<file path="src/rtl/tlc5955_rx.sv">
// tlc5955_rx: receiver/emulator for the TLC5955 4-wire serial interface.
// The four input lines are oversampled in the clk domain. 769-bit words are
// shifted in MSB first, and each word is decoded on LAT into either the
// control latch or the grayscale latch.
// Optional 48-channel PWM engine clocked by gsclk edges: define TLC_RX_PWM_EN.
// Without it, gs_cnt and pwm_out are tied to zero and gsclk is unused.

module tlc5955_rx #(
    parameter int unsigned SYNC_STAGES = 2,
    parameter logic [7:0]  CMD_WORD    = 8'h96
) (
    input  logic         clk,
    input  logic         rst_n,
    input  logic         sin,
    input  logic         sclk,
    input  logic         lat,
    input  logic         gsclk,
    input  logic [3:0]   ch_sel,
    output logic         ctrl_valid,
    output logic         gs_valid,
    output logic         frame_err,
    output logic [4:0]   fc,
    output logic [20:0]  bc,
    output logic [8:0]   mc,
    output logic [335:0] dc,
    output logic [15:0]  gs_r,
    output logic [15:0]  gs_g,
    output logic [15:0]  gs_b,
    output logic [15:0]  gs_cnt,
    output logic [47:0]  pwm_out
);

    localparam logic [9:0] FRAME_LEN = 10'd769;
    localparam logic [9:0] CNT_MAX   = 10'd1023;

    typedef enum logic [1:0] {
        IDLE,
        SHIFT,
        DECODE
    } state_t;

    state_t         state;
    logic [768:0]   sr;
    logic [9:0]     bit_cnt;
    logic [767:0]   gs_latch;

    // Synchronizer chains. sclk and lat carry one extra stage, which holds
    // the previous synchronized sample for rising-edge detection.
    logic [SYNC_STAGES-1:0] sin_q;
    logic [SYNC_STAGES:0]   sclk_q;
    logic [SYNC_STAGES:0]   lat_q;

    logic sin_s;
    logic sclk_rise;
    logic lat_rise;
    logic [9:0] bit_cnt_inc;

    // Input synchronizers for sin, sclk and lat.
    always_ff @(posedge clk or negedge rst_n) begin
        if (!rst_n) begin
            sin_q  <= '0;
            sclk_q <= '0;
            lat_q  <= '0;
        end else begin
            sin_q  <= {sin_q[SYNC_STAGES-2:0], sin};
            sclk_q <= {sclk_q[SYNC_STAGES-1:0], sclk};
            lat_q  <= {lat_q[SYNC_STAGES-1:0], lat};
        end
    end

    assign sin_s       = sin_q[SYNC_STAGES-1];
    assign sclk_rise   = sclk_q[SYNC_STAGES-1] & ~sclk_q[SYNC_STAGES];
    assign lat_rise    = lat_q[SYNC_STAGES-1] & ~lat_q[SYNC_STAGES];
    assign bit_cnt_inc = (bit_cnt == CNT_MAX) ? bit_cnt : bit_cnt + 10'd1;

    // Receive FSM: shift, latch-detect, decode, and registered result pulses.
    always_ff @(posedge clk or negedge rst_n) begin
        if (!rst_n) begin
            state      <= IDLE;
            sr         <= '0;
            bit_cnt    <= '0;
            ctrl_valid <= 1'b0;
            gs_valid   <= 1'b0;
            frame_err  <= 1'b0;
            fc         <= '0;
            bc         <= '0;
            mc         <= '0;
            dc         <= '0;
            gs_latch   <= '0;
        end else begin
            ctrl_valid <= 1'b0;
            gs_valid   <= 1'b0;
            frame_err  <= 1'b0;
            case (state)
                IDLE: begin
                    if (sclk_rise) begin
                        // A coincident lat edge takes this bit in first, then decodes.
                        sr      <= {sr[767:0], sin_s};
                        bit_cnt <= bit_cnt_inc;
                        state   <= lat_rise ? DECODE : SHIFT;
                    end else if (lat_rise) begin
                        frame_err <= 1'b1;
                    end
                end
                SHIFT: begin
                    if (sclk_rise) begin
                        sr      <= {sr[767:0], sin_s};
                        bit_cnt <= bit_cnt_inc;
                    end
                    if (lat_rise) begin
                        state <= DECODE;
                    end
                end
                DECODE: begin
                    if (bit_cnt != FRAME_LEN) begin
                        frame_err <= 1'b1;
                    end else if (sr[768] && (sr[767:760] == CMD_WORD)) begin
                        fc         <= sr[370:366];
                        bc         <= sr[365:345];
                        mc         <= sr[344:336];
                        dc         <= sr[335:0];
                        ctrl_valid <= 1'b1;
                    end else if (sr[768]) begin
                        frame_err <= 1'b1;
                    end else begin
                        gs_latch <= sr[767:0];
                        gs_valid <= 1'b1;
                    end
                    sr      <= '0;
                    bit_cnt <= '0;
                    state   <= IDLE;
                end
                default: begin
                    state <= IDLE;
                end
            endcase
        end
    end

    logic [9:0] rd_base;

    // Bit offset of the selected LED within the grayscale latch.
    always_comb begin
        rd_base = 10'd0;
        rd_base = {6'd0, ch_sel} * 10'd48;
    end

    // Registered grayscale readback for LED ch_sel.
    always_ff @(posedge clk or negedge rst_n) begin
        if (!rst_n) begin
            gs_r <= '0;
            gs_g <= '0;
            gs_b <= '0;
        end else begin
            gs_r <= gs_latch[rd_base +: 16];
            gs_g <= gs_latch[rd_base + 10'd16 +: 16];
            gs_b <= gs_latch[rd_base + 10'd32 +: 16];
        end
    end

`ifdef TLC_RX_PWM_EN
    logic [SYNC_STAGES:0] gsclk_q;
    logic gsclk_rise;
    logic gs_load;

    // gsclk synchronizer with one extra stage for edge detection.
    always_ff @(posedge clk or negedge rst_n) begin
        if (!rst_n) begin
            gsclk_q <= '0;
        end else begin
            gsclk_q <= {gsclk_q[SYNC_STAGES-1:0], gsclk};
        end
    end

    assign gsclk_rise = gsclk_q[SYNC_STAGES-1] & ~gsclk_q[SYNC_STAGES];
    // True in the DECODE cycle that commits a grayscale word, so the counter
    // reads zero in the same cycle that gs_valid is asserted.
    assign gs_load    = (state == DECODE) && (bit_cnt == FRAME_LEN) && !sr[768];

    // Grayscale counter: restarts on a new GS word, wraps naturally at 16 bits.
    always_ff @(posedge clk or negedge rst_n) begin
        if (!rst_n) begin
            gs_cnt <= '0;
        end else if (gs_load) begin
            gs_cnt <= '0;
        end else if (gsclk_rise) begin
            gs_cnt <= gs_cnt + 16'd1;
        end
    end

    // Channel k occupies latch bits [16k+15:16k]. Its output is high while the value exceeds the count.
    always_ff @(posedge clk or negedge rst_n) begin
        if (!rst_n) begin
            pwm_out <= '0;
        end else begin
            for (int unsigned k = 0; k < 48; k++) begin
                pwm_out[k] <= (gs_latch[16*k +: 16] > gs_cnt);
            end
        end
    end
`else
    logic unused_gsclk;

    assign unused_gsclk = gsclk;
    assign gs_cnt       = '0;
    assign pwm_out      = '0;
`endif

endmodule

</file>
<file path="config.mk">
export PLATFORM = sky130hd
export DESIGN_NAME = tlc5955_rx
export DESIGN_NICKNAME = d
export VERILOG_FILES = /design/src/rtl/tlc5955_rx.sv
export SDC_FILE = /design/constraint.sdc
export NUM_CORES = 2
export LEC_CHECK = 0
export ABC_AREA = 0
export BUFFER_PORTS_ARGS = -buffer_cell sky130_fd_sc_hd__buf_2
export CORE_MARGIN = 8
export CORE_UTILIZATION = 30
export DETAILED_ROUTE_END_ITERATION = 12
export SLEW_MARGIN = 30
export SYNTH_ARGS = -nofsm -noshare
export SYNTH_HDL_FRONTEND = slang
export SYNTH_SLANG_ARGS = --single-unit
</file>
<file path="constraint.sdc">
create_clock -name clk -period 2.9 [get_ports clk]
set_input_delay 0.58 -clock clk [delete_from_list [all_inputs] [get_ports clk]]
set_output_delay 0.58 -clock clk [all_outputs]
set_load 0.005 [all_outputs]
</file>
==> flow_summary.toml <==
[run_status]
outcome = "finished clean"

[yosys]
ys_seq_area_share_pct = 55.4
synthMuxAreaShare_pct = 27.4
synth_common_cells = "1979 x dfrtp_1, 1647 x nand2_1, 1086 x mux2_2"
synth_top_area_share_pct = 55.4
synth.distinct_cells = 61
ys_ff_latch = 1979
synth_top_cell_by_area = "dfrtp_1"
synth_xor_area_share_pct = 0.249
ys_warn_count = 0
synthArstFlopShare_pct = 100
synthSimpleGateAreaFrac_pct = 7.54
synth_edf_count = 0
synth_compound_area_share_pct = 5.70
synth_top_family_by_area = "multiplexers"
synthTopCellsByArea = "dfrtp_1 55%, mux2_2 14%, mux4_2 12%, nand2_1 6.9%, o21ai_0 4.1%"
ys.flop_type = "dfrtp_1"
netlist_area_um2 = 89400
postSynthCellCount = 7036
synthAdderAreaFrac_pct = 0.134
synth.most_common_cell = "dfrtp_1"
syn_area_per_cell_um2 = 12.7

[global_routing]
antenna_found_initial = 34
grt_overflow = 0
first_global_vias = 60500
gr-usage-all-layers_pct = 19.0
grt_pass1_wl_mm = 449
grt_max_degree = 202

[sta]
slew-limit-headroom_pct = 40.2
final_max_slew_viol_count = 0
setup_violations = 0
worst_slack_ns = 0.120
finalCriticalPeriod_ns = 2.78
timing.fmax_mhz = 360
fin_crit_sh_pct = 95.9
tightest_slew_ns = 0.897
finalHoldViolCount = 0
clock_skew_ns = 0.0912

[setup_path]
path_max_fanout = 23
crit_required_ns = 3.61
cpPeakStageDelay_ns = 0.41
path_class = "reg2reg"
critPathCaptureType = "register"
crit_slowest_cell = "dfrtp_1"
crit_chain = "inv_1 -> ha_1 -> nor4b_1 -> nand4_1 -> buf_4 -> nor4_4 -> buf_4 -> buf_12 -> buf_4 -> mux2_2"
critPathBufInv = 5
cp.arrival_ns = 3.49
start_kind = "register"
crit_top_cell = "buf_4"
critPathTopFamily = "buffers and inverters"

[die]
io_pins = 496
core-area_um2 = 297000
fp-row-count = 200
die_h_um = 562
die_w_um = 562
start_util_pct = 30.1
dieArea_um2 = 316000

[pwr]
p_leak_nw = 48.4
intPower_mw = 45.3
share_seq_of_total_power_pct = 46.6
powerDensity_nw_per_um2 = 570
pwr-share-comb_pct = 7.4
pwr-share-clk_pct = 46.0
p_sw_share_pct = 24.2
vdd_drop_max_uv = 490
power.switching_mw = 14.5

[run]
cap_viol_max_count = 0

[placement]
io_buffers = 430
dp_hpwl_mm = 230
dp_worst_setup_slack_ns = -0.640
place_congestion = 0.948
place_area_um2 = 97700

[clock_tree]
clock_path_buffers = 4
post_cts_resized = 0
cts-root-buf = "clkbuf_16"
clkTransAtPathRegs_ns = 0.07
cts_tree = "yes"
cts.sinks = 1979
htreeDepth = 4
cts_buffers = 203
clk_latency_ns = 0.91

[layout]
seqCellArea_um2 = 49500
multiInputGateArea_um2 = 37000
fin_area_um2 = 105000
syn_to_final_growth_pct = 17.3
drive_gt1_share_pct = 35.1
nNetsFinal = 7509
fillers = 28700
fin_util_pct = 35.3

[route]
dr.pass1.iters = 5
routed_wirelength_mm = 308
avgRoutedWirePerCell_um = 26.5
drc = 0
drt_first_iter_violations = 7165
final_antenna_net_count = 0
num_vias = 61600
via_per_inst = 5.29

[hold_path]
hold_path_class = "in2async"
[sequential cells by signal, summed over array words and instances (netlist names)]
register and cells:
sr 769, gs_latch 768, dc 336, bc 21, gs_b 16, gs_g 16
gs_r 16, bit_cnt 10, mc 9, fc 5, lat_q 3, sclk_q 3
sin_q 2, state 2, ctrl_valid 1, frame_err 1, gs_valid 1
[layout make-up]
cell class / instances / area share (%)
antenna: 55 / 0.131
clock buffer: 278 / 5.48
clock inverter: 81 / 1.11
inverter: 13 / 0.0584
multi-input combinational: 4499 / 35.3
sequential: 1979 / 47.2
tap: 3939 / 4.70
timing repair buffer: 794 / 6.01
[layer usage]
metal  up-vias  global-route usage, %  part of all wire (%)
met1     32700                   26.8                    43
li1      25800                      -                     -
met4         6                   6.94                   3.9
met5         -                      0                 0.012
met2      2552                   28.8                    45
met3       479                   4.01                   7.7
[final timing paths]
check | end | depth (start not counted) | startpoint | slack (ns)
min in group clk | sin_q[0] | 2 | sin | 0.32
max in group asynchronous | dc[209] | 4 | rst_n | 1.49
worst min-delay path | bc[6] | 2 | rst_n | 0.16
worst max register to register | dc[100] | 10 | bit_cnt[1] | 0.12
worst min register to register | lat_q[1] | 0 | lat_q[0] | 0.35
worst max-delay path | dc[100] | 10 | bit_cnt[1] | 0.12
[stage by stage]
step                TNS [ns]  power, mW  hold slack [ns]  std cells
floorplan              -5.61       30.7            0.284       7099
global route         -0.0285       61.6            0.137      11600
finish                     0       59.8            0.158      11600
detailed placement    -20.80       32.8            0.339      11200
global placement      -20.50       32.7            0.348      11200
CTS                        0       60.2            0.121      11600
[kinds of logic (layout without fill, tap and decap cells)]
group / Yosys count / count (layout)
AND/OR/NAND/NOR: 1748 / 1748
buffers and inverters: 621 / 1166
other: 1 / 119
multiplexers: 1716 / 1716
XOR/XNOR: 17 / 17
flip-flops: 1979 / 1979
adder cells (fa/ha/maj): 9 / 9
AO/OA/AOI/OAI: 945 / 945
[cell usage in the layout (no fill, tap or decap), types with 5 or more instances in the layout]
| master | Yosys | routed |
|---|---|---|
| xnor2_1 | 5 | 5 |
| mux2_2 | 1086 | 1086 |
| nand3_1 | 47 | 47 |
| mux2i_1 | 38 | 38 |
| o211ai_1 | 17 | 17 |
| a22oi_1 | 16 | 16 |
| clkinvlp_4 | 0 | 6 |
| bufinv_16 | 0 | 24 |
| a32oi_1 | 15 | 15 |
| buf_12 | 0 | 110 |
| ha_1 | 8 | 6 |
| nor3_1 | 5 | 5 |
| nand2_1 | 1647 | 1645 |
| buf_4 | 135 | 251 |
| clkbuf_1 | 250 | 37 |
| clkinv_2 | 0 | 35 |
| inv_1 | 11 | 9 |
| clkinv_4 | 0 | 5 |
| buf_2 | 193 | 427 |
| a21oi_1 | 71 | 71 |
| o21ai_0 | 732 | 732 |
| a31oi_1 | 18 | 18 |
| or3_1 | 10 | 9 |
| xor2_1 | 6 | 5 |
| conb_1 | 1 | 64 |
| o22ai_1 | 30 | 30 |
| mux2_1 | 129 | 128 |
| mux4_2 | 462 | 462 |
| o221ai_1 | 30 | 30 |
| clkbuf_16 | 0 | 204 |
| dfrtp_1 | 1979 | 1979 |
| diode_2 | 0 | 55 |
| nor2_1 | 15 | 14 |
| clkbuf_8 | 0 | 37 |
[power groups by stage]
| stage | clock network, mW | registers (mW) | logic [mW] |
|---|---|---|---|
| floorplan | 0 | 28.3 | 2.48 |
| global placement | 0 | 28.4 | 4.37 |
| detailed placement | 0 | 28.4 | 4.43 |
| CTS | 28.0 | 27.8 | 4.44 |
| global route | 29.0 | 27.8 | 4.74 |
| finish | 27.5 | 27.8 | 4.43 |
[repair_timing]
action	4_1_cts	5_1_grt
endpoints found under the setup margin	15	145
pin swaps	1	2
hold endpoints to repair	183	0
hold buffers	4	0
buffers inserted	0	2
No activity file was read; power rests on OpenSTA's default activity.
